### config.mk
export PLATFORM = sky130hd
export DESIGN_NAME = div_ctrl
export DESIGN_NICKNAME = d
export VERILOG_FILES = /design/src/rtl/div_ctrl.sv
export SDC_FILE = /design/constraint.sdc
export NUM_CORES = 1
export LEC_CHECK = 0
export CAP_MARGIN = 10
export CORE_ASPECT_RATIO = 0.5
export CORE_MARGIN = 2
export CORE_UTILIZATION = 45
export DETAILED_ROUTE_END_ITERATION = 16
export PLACE_DENSITY = 0.76
export REMOVE_ABC_BUFFERS = 1
export SYNTH_ARGS = -nofsm -noshare
export SYNTH_HDL_FRONTEND = slang
export SYNTH_SLANG_ARGS = --single-unit
### constraint.sdc
create_clock -name clk -period 3.2 [get_ports clk]
set_input_delay 0.32 -clock clk [delete_from_list [all_inputs] [get_ports clk]]
set_output_delay 0.32 -clock clk [all_outputs]
set_load 0.005 [all_outputs]
### src/rtl/div_ctrl.sv
// Iterative restoring divider sequencer for the EX stage: one quotient bit per
// cycle, sign correction for DIV, results held until the next completed op.
module div_ctrl #(
    parameter int XLEN = 32
) (
    input  logic            clk,
    input  logic            rst_n,
    input  logic            start,
    input  logic            signed_div,
    input  logic            flush,
    input  logic [XLEN-1:0] dividend,
    input  logic [XLEN-1:0] divisor,
    output logic            busy,
    output logic            done,
    output logic [XLEN-1:0] quotient,
    output logic [XLEN-1:0] remainder,
    output logic            div_by_zero
);

    typedef enum logic [1:0] {IDLE, DIV, SIGN, DONE} state_t;

    state_t          state;
    state_t          state_next;
    logic [4:0]      count;
    logic [XLEN-1:0] rem;
    logic [XLEN-1:0] shreg;
    logic [XLEN-1:0] dvs;
    logic            q_neg;
    logic            r_neg;
    logic            accept;
    logic            zero_div;
    logic [XLEN:0]   shifted;
    logic [XLEN:0]   trial;

    function automatic logic [XLEN-1:0] neg_if(input logic neg, input logic [XLEN-1:0] v);
        return neg ? ({XLEN{1'b0}} - v) : v;
    endfunction

    assign accept   = ((state == IDLE) || (state == DONE)) && start && !flush;
    assign zero_div = (divisor == '0);

    // A successful trial is never negative, so its top bit is always clear and
    // the partial remainder only needs XLEN bits of storage between iterations.
    assign shifted = {rem, shreg[XLEN-1]};
    assign trial   = shifted - {1'b0, dvs};

    assign busy = (state == DIV) || (state == SIGN);
    assign done = (state == DONE);

    always_ff @(posedge clk or negedge rst_n) begin
        if (!rst_n) begin
            state <= IDLE;
        end else begin
            state <= state_next;
        end
    end

    always_comb begin
        state_next = state;
        case (state)
            IDLE, DONE: state_next = accept ? (zero_div ? DONE : DIV) : IDLE;
            DIV:        if (count == 5'd31) state_next = SIGN;
            SIGN:       state_next = DONE;
            default:    state_next = IDLE;
        endcase
        if (flush) state_next = IDLE;
    end

    always_ff @(posedge clk or negedge rst_n) begin
        if (!rst_n) begin
            count       <= '0;
            q_neg       <= 1'b0;
            r_neg       <= 1'b0;
            quotient    <= '0;
            remainder   <= '0;
            div_by_zero <= 1'b0;
        end else if (accept) begin
            count <= '0;
            if (zero_div) begin
                quotient    <= '1;
                remainder   <= dividend;
                div_by_zero <= 1'b1;
            end else begin
                q_neg <= signed_div & (dividend[XLEN-1] ^ divisor[XLEN-1]);
                r_neg <= signed_div & dividend[XLEN-1];
            end
        end else if (!flush) begin
            if (state == DIV) count <= count + 5'd1;
            // A flush landing on the SIGN edge leaves the previous results intact.
            if (state == SIGN) begin
                quotient    <= neg_if(q_neg, shreg);
                remainder   <= neg_if(r_neg, rem);
                div_by_zero <= 1'b0;
            end
        end
    end

    always_ff @(posedge clk) begin
        if (accept && !zero_div) begin
            rem   <= '0;
            shreg <= neg_if(signed_div & dividend[XLEN-1], dividend);
            dvs   <= neg_if(signed_div & divisor[XLEN-1], divisor);
        end else if ((state == DIV) && !flush) begin
            if (!trial[XLEN]) begin
                rem   <= trial[XLEN-1:0];
                shreg <= {shreg[XLEN-2:0], 1'b1};
            end else begin
                rem   <= shifted[XLEN-1:0];
                shreg <= {shreg[XLEN-2:0], 1'b0};
            end
        end
    end

endmodule

======== Word level (Yosys, flattened, before mapping) ========
Index checks and enable logic that the tools add are counted.
cells by class
  add/subtract/negate cells ............... 6
  multiply operators ...................... 0
  div/mod/pow operators ................... 0
  magnitude comparators ................... 0
  eq/ne operators ......................... 7
  shift-type cells ........................ 0
  muxes and demuxes ....................... 28
  bitwise logic cells ..................... 5
  reductions and logical operators ........ 17
operators with widths
  kind                   number
  $mux 32                15
  $sub 1x32->32 const A  4
  $sub 33x32->33         1
  $logic_not 32->1       1
  $mux 5                 3
  $mux 2                 4
  $pmux 2 s3             1
  $reduce_bool 2->1      3
  $add 5x1->5 const B    1
  $eq 5x5->1 const B     1
  $mux 1                 5
  $eq 2x2->1 const B     2
  $logic_and 1x1->1      4
  $ne 2x1->1 const B     2
  $reduce_and 2->1       2
  $and 1x1->1            3
  $ne 3x3->1 const B     1
  $reduce_and 3->1       1
  $eq 2x1->1 const B     1
  $logic_not 1->1        2
  $logic_not 2->1        1
  $logic_or 1x1->1       2
  $reduce_or 2->1        1
  $not 1->1              1
  $xor 1x1->1            1
storage, ports and cells
  register bits ........................... 170
  bits in latches ......................... 0
  RAM bits ................................ 0
  memory bits (read-only) ................. 0
  input bits .............................. 69
  output and inout bits ................... 67
  logic and storage cells ................. 73
  memories ................................ 0

======== Logic depth before layout (Yosys ltp) ========
  depth in word-level cells ............... 7
  mapped depth ............................ 14

======== Worst setup path after synthesis ========
No wires, ideal clock.
  path type ............................... in2reg
  start point ............................. in divisor[4]
  end point ............................... reg shreg[0], enable pin
  arrival ................................. 2.817 ns
  path slack .............................. -0.094 ns
  cell stages on the path ................. 9
  path buffers ............................ 2
  cell sequence ........................... or3_1 or3_1 nor3_1 and3_1 nand3b_1 nand2_1 clkbuf_1 clkbuf_1 nand2_1
between the ends
  word-level cells in the longest chain between the ends .. 4
ends and longest elaborated chain
  item                         line  text
  start, declared              12    input logic [XLEN-1:0] divisor,
  $logic_not 32->1             40    assign zero_div = (divisor == '0);
  $logic_not 1->1              99    if (accept && !zero_div) begin
  $logic_and 1x1->1            99
  $reduce_bool 2->1 (no line)  --
  end signal, assigned         101   shreg <= neg_if(signed_div & dividend[XLEN-1], dividend);
  end signal, assigned         106   shreg <= {shreg[XLEN-2:0], 1'b1};
  end signal, assigned         109   shreg <= {shreg[XLEN-2:0], 1'b0};
  end, declared                26    logic [XLEN-1:0] shreg;
Every way passes these cells.
A chain may end at the register's enable or synchronous reset.

======== Worst setup path in the final report ========
  start point ............................. reg rem[22]
  end point ............................... reg rem[0]
between the ends
  word-level cells in the longest chain between the ends .. 2
ends and longest elaborated chain
  item                    line  text
  start, declared         25    logic [XLEN-1:0] rem;
  start signal, assigned  105   rem <= trial[XLEN-1:0];
  start signal, assigned  108   rem <= shifted[XLEN-1:0];
  $sub 33x32->33          45    assign trial = shifted - {1'b0, dvs};
  $mux 32                 104   if (!trial[XLEN]) begin
Every way passes these cells.

==> results.cfg <==
[run_status]
status = complete, no violations

[global_route]
grt-ovfl-total = 0
antenna_found_initial = 0
grt_max_degree = 75
grtUsageTotal_pct = 25.33
grt_pass1_vias = 10010
grt_pass1_wl_um = 52040

[placement]
gp_congestion = 0.9390
hpwlAfterDp_um = 25040
dpl_cell_area_mm2 = 0.01365
port_buffers = 135

[synthesis]
synth_edf_count = 64
synth_mux_area_share_pct = 0.6319
yosysUniqueCellTypes = 67
ys_seq_area_share_pct = 39.81
synth-adder-area-share_pct = 4.807
synth-warning-count = 0
synth.avg_cell_area_um2 = 8.413
ys_ff_latch = 170
synth-xor-area-share_pct = 11.45
synth-simple-area-share_pct = 17.63
synth_top_family_by_area = compound AO/OA/AOI/OAI gates
synth_compound_area_share_pct = 21.30
netlist_area_mm2 = 0.01109
synth_flop_cell = dfrtp_1
postSynthCellCount = 1318
async_flop_share_pct = 43.53

[die]
dieArea_mm2 = 0.02599
start_util_pct = 46.06
die_width_um = 226.0
fp.dieH_um = 115.0
core_area_mm2 = 0.02407
num_rows = 40
io_pins = 136

[clocking]
clk_path_buf_depth = 2
cts_root_buf = clkbuf_16
clock-sinks = 170
cts_made_buffers = 17
cts_max_level = 4
clkLatencyLatePin_ns = 0.45
cts_tree = done
postCtsHoldBufs = 0
clk_pin_slew_worst_paths_ns = 0.07

[sta]
setup_viol = 0
fin_crit_ns = 3.113
tightestPinTransition_ns = 0.9642
relSlewSlack_pct = 35.72
fmaxAchievable_mhz = 321.2
fin_crit_sh_pct = 97.29
fin_skew_ns = 0.01187
final_max_slew_viol_count = 0
holdWs_ns = 0.03198
hold_viol_final = 0

[setup_path]
crit_path_end = rem[0]
ff2ff_path_depth = 11
r2r_start = rem[22]
timing.rr.end = rem[0]
cp_slowest_cell = a221oi_1
crit_start = rem[22]
crit_arrival_ns = 3.41
crit_path_end_kind = flip-flop
cp_max_fo = 13
cpPeakStageDelay_ns = 0.43
start_kind = flip-flop
cp.required_ns = 3.50
crit_type = flip-flop to flip-flop
cpMostUsedCell = a211oi_1
reg2reg_slack_ns = 0.09
crit_chain = ha_1, a21oi_1, o21ai_0, a221oi_1, o221ai_2, or2_2, o211ai_4, buf_4, nor2_1, a211oi_1, a211oi_1

[layout]
drive_above_1_share_pct = 12.30
mostFrequentLayoutCells = 155 x nand2_1, 148 x o21ai_0, 134 x clkdlybuf4s50_1, 130 x a21oi_1, 125 x nor2_1
fillCellCount = 2063
seq_area_mm2 = 0.004414
multi_input_comb_area_mm2 = 0.006287
areaGrowthSynthToFinish_pct = 28.97
mostFrequentLayoutCell = nand2_1
design_area_mm2 = 0.01430
antenna_cells = 0
fin_nets = 1651

[run]
maxCapViolCount = 0

[worst_hold_path]
hp-class = input pin to async pin

[drt]
post_drt_via_cell_ratio = 5.534
finalWirelength_um = 32220
dr.first_iter.drc_count = 980
vias = 10450
route.detailed.drc = 0
ant_nets = 0
first_pass_iters = 5
wl_per_cell_um = 17.06

[pwr]
p_int_mw = 7.494
irDropWorstVdd_mv = 0.4797
pwr-share-comb_pct = 54.4
switching_power_mw = 5.363
sequentialPowerShare_pct = 30.3
power_frac_clock_pct = 15.2
p_per_area_mw_per_mm2 = 899.1
p_leak_nw = 5.903
p_sw_share_pct = 41.71
[metal layers]
metal / track usage, % / vias up / wire, µm
met4: 8.256 / 0 / 709
met2: 40.64 / 345 / 14710
met5: 0 / - / 0
met3: 3.987 / 43 / 2184
met1: 35.34 / 4943 / 14610
li1: - / 5122 / -
[registers in the layout, summed over array words and instances (netlist names)]
signal,flops
quotient,32
div_by_zero,1
remainder,32
r_neg,1
shreg,32
rem,32
dvs,32
q_neg,1
count,5
state,2
[cell families after synthesis]
group / Yosys count
compound gates: 402
xor+xnor: 145
fa+ha+maj: 42
buf+inv: 126
flops: 170
mux: 7
simple gates: 426
[critical path, delay by kind of cell (launching register included)]
family | cells | cell delay [ns]
AO/OA/AOI/OAI | 7 | 1.59
adder cells (fa/ha/maj) | 1 | 0.37
buffers and inverters | 1 | 0.24
flip-flops | 1 | 0.35
AND/OR/NAND/NOR | 2 | 0.43
[power by group through the flow]
| stage | clock, mW | combinational (mW) | sequential, mW |
|---|---|---|---|
| 5_1_grt | 2.08 | 7.74 | 3.98 |
| 3_3_place_gp | 0 | 6.61 | 3.87 |
| 2_1_floorplan | 0 | 3.78 | 3.87 |
| 4_1_cts | 1.98 | 6.84 | 3.88 |
| 6_report | 1.96 | 7.00 | 3.90 |
| 3_5_place_dp | 0 | 6.78 | 3.91 |
[timing repair]
action / 4_1_cts / 5_1_grt
resized for setup: 4 / 15
endpoints found under the hold margin: 0 / 0
buffers inserted: 0 / 2
pin swaps: 0 / 2
setup endpoints to repair: 10 / 35
[how the worst min path moves through the flow]
stage / cells after the start / to
finish: 1 / q_neg
global route: 1 / quotient[24]
CTS: 1 / quotient[24]
detailed placement: 2 / div_by_zero
global placement: 2 / remainder[27]
floorplan: 0 / count[0]
[Yosys cell counts, types with 3 or more instances]
| library cell | number | area, µm² |
|---|---|---|
| nand2_1 | 156 | 585.6 |
| o21ai_0 | 149 | 745.7 |
| a21oi_1 | 130 | 650.6 |
| nor2_1 | 127 | 476.7 |
| xor2_1 | 90 | 788.3 |
| dfrtp_1 | 74 | 1852 |
| inv_1 | 65 | 244.0 |
| edfxtp_1 | 64 | 1922 |
| xnor2_1 | 55 | 481.7 |
| clkbuf_1 | 51 | 191.4 |
| ha_1 | 41 | 513.0 |
| nor3_1 | 37 | 185.2 |
| dfxtp_1 | 32 | 640.6 |
| o31ai_1 | 21 | 157.7 |
| a211oi_1 | 19 | 142.6 |
| o211ai_1 | 16 | 120.1 |
| nand2b_1 | 13 | 81.33 |
| a31oi_1 | 12 | 75.07 |
| nand3_1 | 12 | 60.06 |
| nand4_1 | 11 | 68.82 |
| o41ai_1 | 11 | 96.34 |
| and2_1 | 9 | 56.30 |
| nor2b_1 | 9 | 56.30 |
| nor4_1 | 9 | 56.30 |
| a21o_1 | 8 | 60.06 |
| or3_1 | 8 | 50.05 |
| mux2i_1 | 7 | 70.07 |
| or4_1 | 7 | 52.55 |
| and3_1 | 6 | 37.54 |
| buf_2 | 6 | 30.03 |
| or2_2 | 6 | 37.54 |
| a21boi_0 | 4 | 30.03 |
| a211o_1 | 3 | 26.28 |
| buf_1 | 3 | 11.26 |
| nor3b_1 | 3 | 22.52 |
| o21a_1 | 3 | 22.52 |
[through the flow]
step	worst slack (ns)	utilization (%)	power, mW	TNS, ns	std cells
5_1_grt	-0.04727	59.40	13.80	-0.1256	1889
3_3_place_gp	-0.3719	56.69	10.48	-0.9221	1855
2_1_floorplan	-2.490	-	7.650	-299.02	1257
6_report	0.08670	59.40	12.86	0	1889
4_1_cts	0.004237	59.02	12.70	0	1887
3_5_place_dp	-0.3730	56.69	10.70	-1.371	1855
[layout make-up]
type | count | share of cell area, %
well taps | 336 | 2.940
repair buffers | 264 | 16.72
inverters | 65 | 1.706
clock inverters | 14 | 0.7962
multi-input cells | 1022 | 43.97
clock buffers | 18 | 3.001
flip-flops and latches | 170 | 30.87
No activity file was read; power rests on OpenSTA's default activity.
